[src/rtl/cpu_datapath_pkg.sv]
// Shared definitions for the single-bus CPU datapath.
//   WORD       : native datapath word width
//   bus_src_e  : bus sources, listed from highest to lowest priority
//   alu_op_e   : ALU operations (INC beats SUB beats ADD when strobes collide)
package cpu_datapath_pkg;

    localparam int unsigned WORD = 32;

    typedef enum logic [3:0] {
        SrcPc,
        SrcZhigh,
        SrcZlow,
        SrcMdr,
        SrcR2,
        SrcR3,
        SrcR7,
        SrcHi,
        SrcLo,
        SrcInPort,
        SrcC,
        SrcNone
    } bus_src_e;

    typedef enum logic [1:0] {
        AluAdd,
        AluSub,
        AluInc
    } alu_op_e;

endpackage

[src/rtl/reg32.sv]
// Generic datapath register with synchronous clear and load enable.
//   clk : rising-edge clock
//   clr : synchronous active-high clear, loads RESET_VAL, beats en
//   en  : load enable
//   d   : data in
//   q   : register contents
module reg32 #(
    parameter int unsigned      WIDTH     = 32,
    parameter logic [WIDTH-1:0] RESET_VAL = '0
) (
    input  logic             clk,
    input  logic             clr,
    input  logic             en,
    input  logic [WIDTH-1:0] d,
    output logic [WIDTH-1:0] q
);

    always_ff @(posedge clk) begin
        if (clr) begin
            q <= RESET_VAL;
        end else if (en) begin
            q <= d;
        end
    end

endmodule

[src/rtl/cpu_datapath.sv]
// 32-bit single-bus CPU datapath, sequenced one strobe set per clock.
//   clk, clr            : clock and synchronous active-high reset
//   MDatain, InPort     : memory read data, external input port
//   *out                : bus source selects (fixed priority if several are set)
//   *in                 : register load enables, value taken from the bus
//   Read                : MDR loads MDatain instead of the bus
//   IncPC, SUB          : ALU op select (default is Y + bus)
//   BusMuxOut           : current bus value
//   MAR_q, IR_q, R*_q   : register contents for observation
//   Z_q                 : 64-bit ALU result register {Zhigh, Zlow}
module cpu_datapath
    import cpu_datapath_pkg::*;
#(
    parameter int unsigned      WIDTH    = WORD,
    parameter logic [WIDTH-1:0] PC_RESET = '0
) (
    input  logic               clk,
    input  logic               clr,
    input  logic [WIDTH-1:0]   MDatain,
    input  logic [WIDTH-1:0]   InPort,
    input  logic               PCout,
    input  logic               Zlowout,
    input  logic               Zhighout,
    input  logic               MDRout,
    input  logic               R2out,
    input  logic               R3out,
    input  logic               R7out,
    input  logic               LOout,
    input  logic               HIout,
    input  logic               InPortout,
    input  logic               Cout,
    input  logic               R1in,
    input  logic               R2in,
    input  logic               R3in,
    input  logic               PCin,
    input  logic               IRin,
    input  logic               MARin,
    input  logic               MDRin,
    input  logic               Yin,
    input  logic               Zin,
    input  logic               Read,
    input  logic               IncPC,
    input  logic               SUB,
    output logic [WIDTH-1:0]   BusMuxOut,
    output logic [WIDTH-1:0]   MAR_q,
    output logic [WIDTH-1:0]   IR_q,
    output logic [WIDTH-1:0]   R1_q,
    output logic [WIDTH-1:0]   R2_q,
    output logic [WIDTH-1:0]   R3_q,
    output logic [2*WIDTH-1:0] Z_q
);

    logic [WIDTH-1:0]   pc_q, mdr_q, y_q, hi_q, lo_q, r7_q;
    logic [WIDTH-1:0]   mdr_d;
    logic [WIDTH-1:0]   c_sext;
    logic [WIDTH-1:0]   alu_lo, alu_hi;
    bus_src_e           bus_src;
    alu_op_e            alu_op;

    // Immediate field IR[18:0], sign-extended onto the bus.
    assign c_sext = {{(WIDTH-19){IR_q[18]}}, IR_q[18:0]};

    always_comb begin
        bus_src = SrcNone;
        if      (PCout)     bus_src = SrcPc;
        else if (Zhighout)  bus_src = SrcZhigh;
        else if (Zlowout)   bus_src = SrcZlow;
        else if (MDRout)    bus_src = SrcMdr;
        else if (R2out)     bus_src = SrcR2;
        else if (R3out)     bus_src = SrcR3;
        else if (R7out)     bus_src = SrcR7;
        else if (HIout)     bus_src = SrcHi;
        else if (LOout)     bus_src = SrcLo;
        else if (InPortout) bus_src = SrcInPort;
        else if (Cout)      bus_src = SrcC;
    end

    always_comb begin
        BusMuxOut = '0;
        case (bus_src)
            SrcPc:     BusMuxOut = pc_q;
            SrcZhigh:  BusMuxOut = Z_q[2*WIDTH-1:WIDTH];
            SrcZlow:   BusMuxOut = Z_q[WIDTH-1:0];
            SrcMdr:    BusMuxOut = mdr_q;
            SrcR2:     BusMuxOut = R2_q;
            SrcR3:     BusMuxOut = R3_q;
            SrcR7:     BusMuxOut = r7_q;
            SrcHi:     BusMuxOut = hi_q;
            SrcLo:     BusMuxOut = lo_q;
            SrcInPort: BusMuxOut = InPort;
            SrcC:      BusMuxOut = c_sext;
            default:   BusMuxOut = '0;
        endcase
    end

    assign mdr_d = Read ? MDatain : BusMuxOut;

    always_comb begin
        alu_op = AluAdd;
        if (IncPC) begin
            alu_op = AluInc;
        end else if (SUB) begin
            alu_op = AluSub;
        end
    end

    // Zhigh is zero for increment, otherwise the sign of the 32-bit result.
    always_comb begin
        alu_lo = '0;
        alu_hi = '0;
        case (alu_op)
            AluInc: begin
                alu_lo = BusMuxOut + WIDTH'(1);
                alu_hi = '0;
            end
            AluSub: begin
                alu_lo = y_q - BusMuxOut;
                alu_hi = {WIDTH{alu_lo[WIDTH-1]}};
            end
            default: begin
                alu_lo = y_q + BusMuxOut;
                alu_hi = {WIDTH{alu_lo[WIDTH-1]}};
            end
        endcase
    end

    reg32 #(.WIDTH(WIDTH), .RESET_VAL(PC_RESET)) u_pc (
        .clk(clk), .clr(clr), .en(PCin), .d(BusMuxOut), .q(pc_q));
    reg32 #(.WIDTH(WIDTH)) u_ir (
        .clk(clk), .clr(clr), .en(IRin), .d(BusMuxOut), .q(IR_q));
    reg32 #(.WIDTH(WIDTH)) u_mar (
        .clk(clk), .clr(clr), .en(MARin), .d(BusMuxOut), .q(MAR_q));
    reg32 #(.WIDTH(WIDTH)) u_mdr (
        .clk(clk), .clr(clr), .en(MDRin), .d(mdr_d), .q(mdr_q));
    reg32 #(.WIDTH(WIDTH)) u_y (
        .clk(clk), .clr(clr), .en(Yin), .d(BusMuxOut), .q(y_q));
    reg32 #(.WIDTH(WIDTH)) u_r1 (
        .clk(clk), .clr(clr), .en(R1in), .d(BusMuxOut), .q(R1_q));
    reg32 #(.WIDTH(WIDTH)) u_r2 (
        .clk(clk), .clr(clr), .en(R2in), .d(BusMuxOut), .q(R2_q));
    reg32 #(.WIDTH(WIDTH)) u_r3 (
        .clk(clk), .clr(clr), .en(R3in), .d(BusMuxOut), .q(R3_q));
    reg32 #(.WIDTH(2*WIDTH)) u_z (
        .clk(clk), .clr(clr), .en(Zin), .d({alu_hi, alu_lo}), .q(Z_q));

    // HI, LO and R7 have no load path here; they only ever hold the reset value.
    reg32 #(.WIDTH(WIDTH)) u_hi (
        .clk(clk), .clr(clr), .en(1'b0), .d(BusMuxOut), .q(hi_q));
    reg32 #(.WIDTH(WIDTH)) u_lo (
        .clk(clk), .clr(clr), .en(1'b0), .d(BusMuxOut), .q(lo_q));
    reg32 #(.WIDTH(WIDTH)) u_r7 (
        .clk(clk), .clr(clr), .en(1'b0), .d(BusMuxOut), .q(r7_q));

endmodule

[config.mk]
export PLATFORM = sky130hd
export DESIGN_NAME = cpu_datapath
export DESIGN_NICKNAME = d
export VERILOG_FILES = /design/src/rtl/cpu_datapath_pkg.sv /design/src/rtl/reg32.sv /design/src/rtl/cpu_datapath.sv
export SDC_FILE = /design/constraint.sdc
export NUM_CORES = 1
export LEC_CHECK = 0
export CAP_MARGIN = 25
export CORE_MARGIN = 4
export CORE_UTILIZATION = 50
export CTS_CLUSTER_SIZE = 28
export DETAILED_ROUTE_END_ITERATION = 6
export PLACE_DENSITY = 0.79
export SLEW_MARGIN = 10
export SYNTH_ARGS = -nofsm -noshare
export SYNTH_HDL_FRONTEND = slang
export SYNTH_SLANG_ARGS = --single-unit
export TNS_END_PERCENT = 5
[constraint.sdc]
create_clock -name clk -period 6.8 [get_ports clk]
set_input_delay 1.02 -clock clk [delete_from_list [all_inputs] [get_ports clk]]
set_output_delay 1.02 -clock clk [all_outputs]
set_load 0.005 [all_outputs]
==> reports/metrics.cfg, run 1 <==
[synth]
synth_edf_count=0
synth.net_count=2144
synth_area_leaders=dfxtp_1 (36%), a211oi_1 (11%), nor2_1 (8.4%), ha_1 (5.5%), mux2i_1 (3.5%)
yosys_warnings=0
netlist_area_mm2=0.01611
syn_inst=1982
yosysTopAreaCellShare_pct=35.92
synthesis.area_per_instance_um2=8.127
async_reset_ff_share_pct=0
ys.flop_type=dfxtp_1
ys_ff_latch=289
ys_seq_area_share_pct=35.92
ys_types=78
yosys.area.top_type=dfxtp_1

[clock_tree]
clk_pin_slew_ns=0.07
ctsHoldBuffers=0
cts_tree=built
cts_root_buf=clkbuf_16
cts_max_level=2
cts_max_path_buffers=3
cts_buffers=34
post_cts_buffers=0
cts_resized=0
cts_sinks=289
worstSkewPairLatency_ns=0.52

[critical_path]
cp_top_family=compound AO/OA/AOI/OAI gates
cp_slowest_cell=clkdlybuf4s50_1
r2r_cells=21
cp-start-kind=primary input
regToRegSetupSlack_ns=1.38
worstPathArrival_ns=6.41
slowest_delay_ns=0.65
path_class=primary input to register
crit_path_end_kind=register
path_max_fanout=11
rr_endpoint=u_z.q[22]
path_cells=clkdlybuf4s50_1, buf_4, nor4b_2, buf_4, a222oi_1, o21a_1, and2_1, inv_1, ha_1, fa_1, nand2b_1, a221oi_1, o21ai_0, a31oi_1, a31oi_1, buf_4, o41ai_1, buf_4, a21boi_0, o21ai_0, mux2i_1, xnor2_1, a2111oi_0
worstPathRequired_ns=7.19
cpMostUsedCell=buf_4
path_buf_inv=6
r2r-start=u_z.q[62]

[sta]
hold_violations=0
clock.fmax_mhz=166.3
fin_skew_ns=0.01852
period_minus_slack_ns=6.012
setup_violations=0
hold_ws_ns=0.4825
slew_viol_final=0
relSlewSlack_pct=28.40
min_period_over_period_pct=88.42
setup_tns_ns=0
grt_setup_unrepaired=false
worstMarginPinSlew_ns=1.074

[grt]
grt_overflow=0
grt_max_degree=148
grt_pass1_wl_um=92180
grt_pass1_vias=15330
grtUsageTotal_pct=32.38
antenna_found_initial=0

[layout]
multi_input_area_mm2=0.009185
fin_area_mm2=0.02107
final_layout_size_suffix_gt1_share_pct=8.429
nets=2391
nFillCells=2641
fin_util_pct=66.61
syn2layout_area_growth_pct=30.83
ff_latch_area_mm2=0.005786
n_antenna_cell=0

[power]
p_total_uw=5629
pwr_density_cell_mw_per_mm2=267.1
leakage_uw=0.008217
peakVddDrop_v=0.0001714

[place]
dp_hpwl_um=45100
port_buffers=344
place_area_mm2=0.01968
gp_congestion=1.004

[floorplan]
start_util_pct=50.92
rows=65
die-area_mm2=0.03515
core_area_mm2=0.03164
fp.dieH_um=187.5
fp.dieW_um=187.5
ios=345

[drt]
drc=0
finalWirelength_um=60710
wl_per_cell_um=22.86
dr.pass1.iters=7
vias_per_cell=6.184
initialDrtViolationCount=1896
num_vias=16430
final_antenna_net_count=0

[job]
maxCapViolations=0

[min_path]
hold_class=register to register
hold_path_depth=2
min_to=u_r1.q[24]
hp-start=u_r1.q[24]

[status]
status=complete, no violations

==> worst max path at each step <==
| stage | start | end | slack, ns | cells past startpoint |
|---|---|---|---|---|
| after global placement | R7out | u_z.q[22] | 0.52 | 21 |
| after floorplan | R2out | u_z.q[31] | 1.23 | 18 |
| final | PCout | u_z.q[22] | 0.79 | 23 |
| after global routing | R7out | u_z.q[22] | 0.42 | 22 |
| after detailed placement | PCout | u_z.q[22] | 0.39 | 23 |
| after CTS | PCout | u_z.q[22] | 0.91 | 23 |
==> cells by family (layout without fill, tap and decap cells) <==
family	Yosys count	in the layout	share of synthesized area (%)
buffers and inverters	271	543	7.340
and+or+nand+nor	618	618	16.79
xor gates and xnor gates	59	59	3.208
muxes	69	69	4.389
adders and majority gates	73	73	5.764
AOI/OAI and AO/OA	603	603	26.59
DFF	289	289	35.92
==> worst min-delay path: stages, from the launching register on <==
cell and delay, ns:
dfxtp_1 0.31, nor2_1 0.08, a211oi_1 0.05
==> flip-flops by register name, indices dropped and copies added, names as in the netlist <==
register / cells
u_r1.q: 32
u_r3.q: 32
u_z.q: 33
u_mar.q: 32
u_r2.q: 32
u_pc.q: 32
u_ir.q: 32
u_mdr.q: 32
u_y.q: 32
==> where the power goes <==
| group | switching (µW) | total [µW] | internal, µW |
|---|---|---|---|
| registers | 123 | 1950 | 1830 |
| clock network | 783 | 2180 | 1400 |
| logic | 821 | 1500 | 678 |
==> cells in the final DEF, fill, tap and decap left out, types with 9 or more instances in the layout <==
master	instances
nand2_1	116
dfxtp_1	289
a32oi_1	12
ha_1	71
nand3_1	27
buf_2	9
nor2_1	360
nor3_1	34
mux2i_1	56
o21ai_0	86
xnor2_1	45
xor2_1	14
nor2b_1	12
a21o_1	15
a31oi_1	14
buf_4	70
inv_1	62
mux2_2	13
o21a_1	11
nand2b_1	10
o211ai_1	10
a21oi_1	84
clkbuf_16	35
a211oi_1	245
a222oi_1	28
clkdlybuf4s50_1	334
bufinv_16	10
o21bai_1	10
==> cells in the mapped netlist, drive strengths merged, types with 12 or more instances <==
cell / count
buf: 65
a221oi: 14
a21o: 15
nor2: 360
nand2: 117
nor2b: 12
dfxtp: 289
xnor2: 45
a211oi: 246
inv: 62
nor3: 37
a32oi: 12
mux2i: 56
ha: 71
a21oi: 84
clkbuf: 142
a222oi: 28
o21ai: 89
xor2: 14
a31oi: 14
mux2: 13
nand3: 27
==> per-stage QoR <==
stage	setup WS (ns)	cells
after global placement	0.5184	2592
after CTS	0.9058	2654
after floorplan	1.233	1982
final	0.7877	2656
after detailed placement	0.3916	2593
after global routing	0.4224	2656
==> area by class of cell <==
class | instances | area share (%)
Inverter | 64 | 1.140
Tap cell | 402 | 2.387
Sequential cell | 289 | 27.45
Multi-Input combinational cell | 1422 | 43.58
Timing Repair Buffer | 418 | 19.02
Clock inverter | 19 | 1.852
Clock buffer | 42 | 4.566
==> routing by layer <==
| metal | track usage [%] | wire, µm | vias to the layer above | part of all wire [%] |
|---|---|---|---|---|
| li1 | - | - | 7639 | - |
| met1 | 47.36 | 26920 | 7770 | 44 |
| met2 | 48.81 | 26290 | 894 | 43 |
| met3 | 5.300 | 5479 | 122 | 9.0 |
| met4 | 10.53 | 2022 | 0 | 3.3 |
| met5 | 0 | 0 | - | 0 |
Power figures use the tool's default switching activity.
==> inputs of run 2 (changes only) <==
--- a/config.mk
+++ b/config.mk
@@ -8,7 +8,7 @@
 export CAP_MARGIN = 25
 export CORE_MARGIN = 4
 export CORE_UTILIZATION = 50
-export CTS_CLUSTER_SIZE = 28
+export CTS_CLUSTER_SIZE = 20
 export DETAILED_ROUTE_END_ITERATION = 6
 export PLACE_DENSITY = 0.79
 export SLEW_MARGIN = 10
==> results of run 2 <==
Same layout as run 1: the final DEF is identical, and so are final timing and power.
==> inputs of run 3 (changes only) <==
==> constraint.sdc (replaced) <==
create_clock -name clk -period 6.8 [get_ports clk]
set_input_delay 1.02 -clock clk [delete_from_list [all_inputs] [get_ports clk]]
set_output_delay 1.02 -clock clk [all_outputs]
set_load 0.05 [all_outputs]
==> run 3 against run 2 <==
Net effect:
- the flow now finishes with violations (DRC)
- worst hold slack better by 0.0034 ns
- routed wire length down 1.4%
- clock skew up 0.0087 ns
- utilization down 0.61 points
- die area unchanged
- register-to-register slack worse by 0.28 ns
- largest cell class unchanged
- highest routed layer unchanged
==> reports/metrics.cfg, run 3 (same netlist as run 1, synthesis figures left out) <==
[status]
status=finished, violations left
violations=DRC

[grt]
grt_pass1_vias=15160
grtUsageTotal_pct=32.12
grt_overflow=0
grt_pass1_wl_um=91180
grt_max_degree=232
antenna_found_initial=0

[layout]
largest-register=u_z.q
nets=2388
final_layout_size_suffix_gt1_share_pct=9.111
multi_input_area_mm2=0.009185
final_cell_mix=nor2_1 (360), clkdlybuf4s50_1 (314), dfxtp_1 (289), a211oi_1 (245), nand2_1 (116)
syn2layout_area_growth_pct=29.63
fin_util_pct=66.00
n_antenna_cell=0
ff_latch_area_mm2=0.005786
nFillCells=2673
final_common_cell=nor2_1
largest_register_ffs=33

[job]
maxCapViolations=0

[critical_path]
path_cells=clkdlybuf4s50_1, o311a_1, or3_1, buf_4, o21a_1, and2_1, inv_1, fa_1, nand2b_1, a221oi_1, o21ai_0, a31oi_1, a31oi_1, o41ai_1, a21boi_0, o21ai_0, mux2i_1, xnor2_1, a2111oi_0
crit_cells=19
r2r_cells=21
path_buf_inv=3
worstPathArrival_ns=6.58
path_max_fanout=10
startpoint=R7out
worstPathRequired_ns=7.23
cp_top_family=compound AO/OA/AOI/OAI gates
cp-start-kind=primary input
rr_endpoint=u_z.q[22]
slowest_delay_ns=0.56
regToRegSetupSlack_ns=1.10
r2r-start=u_z.q[62]
path_class=primary input to register
crit_path_end_kind=register
cp_slowest_cell=clkdlybuf4s50_1
endpoint=u_z.q[22]

[drt]
dr.pass1.iters=7
vias_per_cell=6.115
num_vias=16220
finalWirelength_um=59840
final_antenna_net_count=0
drc=33
wl_per_cell_um=22.56
initialDrtViolationCount=1749

[power]
peakVddDrop_v=0.0002048
p_total_uw=5687
leakage_uw=0.008157
pwr_density_cell_mw_per_mm2=272.4

[floorplan]
fp.dieW_um=187.5
fp.dieH_um=187.5
core_area_mm2=0.03164
rows=65
start_util_pct=50.92
die-area_mm2=0.03515
ios=345

[sta]
setup_ws_ns=0.6483
period_minus_slack_ns=6.152
hold_violations=0
setup_tns_ns=0
min_period_over_period_pct=90.47
relSlewSlack_pct=28.01
worstMarginPinSlew_ns=1.080
setup_violations=0
hold_ws_ns=0.4859
fin_skew_ns=0.02727
grt_setup_unrepaired=false
slew_viol_final=0
clock.fmax_mhz=162.6

[place]
place_ws_ns=0.1823
port_buffers=344
dp_hpwl_um=44610
gp_congestion=0.9671

[clock_tree]
cts_resized=0
cts_root_buf=clkbuf_16
clk_pin_slew_ns=0.07
cts_buffers=31
cts_sinks=289
post_cts_buffers=0
worstSkewPairLatency_ns=0.57
cts_tree=built
ctsHoldBuffers=0
cts_max_path_buffers=3
cts_max_level=1

[min_path]
hold_class=register to register

run 3: power by group:
part / internal, µW / switching (µW) / leakage [µW] / total [µW]
clock: 1010 / 724 / 0.000518 / 1740
sequential: 1830 / 122 / 0.00239 / 1950
combinational: 693 / 1310 / 0.00525 / 2000
run 3: tightest hold or removal path: stages (launching register included):
cell and delay (ns):
dfxtp_1 0.31, nor2_1 0.08, a211oi_1 0.05
run 3: metrics by stage:
stage | area [µm²] | std cells
2_1_floorplan | 16110 | 1982
3_3_place_gp | 19750 | 2591
3_5_place_dp | 19760 | 2592
4_1_cts | 20820 | 2649
5_1_grt | 20880 | 2652
6_report | 20880 | 2652
run 3: area by class of cell:
cell class	count	area share, %
Sequential cell	289	27.71
Clock inverter	15	0.7251
Inverter	64	1.151
Timing Repair Buffer	418	19.67
Tap cell	402	2.409
Multi-Input combinational cell	1422	43.99
Clock buffer	42	4.344
run 3: worst min-delay path by stage:
| stage | start | end | slack [ns] | depth (start not counted) |
|---|---|---|---|---|
| finish | u_r1.q[2] | u_r1.q[2] | 0.49 | 2 |
| global route | u_pc.q[8] | u_pc.q[8] | 0.51 | 2 |
| global placement | u_pc.q[24] | u_pc.q[24] | 0.47 | 2 |
| detailed placement | u_r1.q[2] | u_r1.q[2] | 0.48 | 2 |
| CTS | u_r1.q[2] | u_r1.q[2] | 0.48 | 2 |
| floorplan | u_mdr.q[16] | u_mdr.q[16] | 0.46 | 2 |
run 3: metal layers:
| metal | GRT usage [%] | part of all wire [%] |
|---|---|---|
| met3 | 5.935 | 9.8 |
| met1 | 46.40 | 43 |
| met4 | 10.25 | 3.4 |
| met2 | 48.75 | 43 |
| met5 | 0 | 0 |
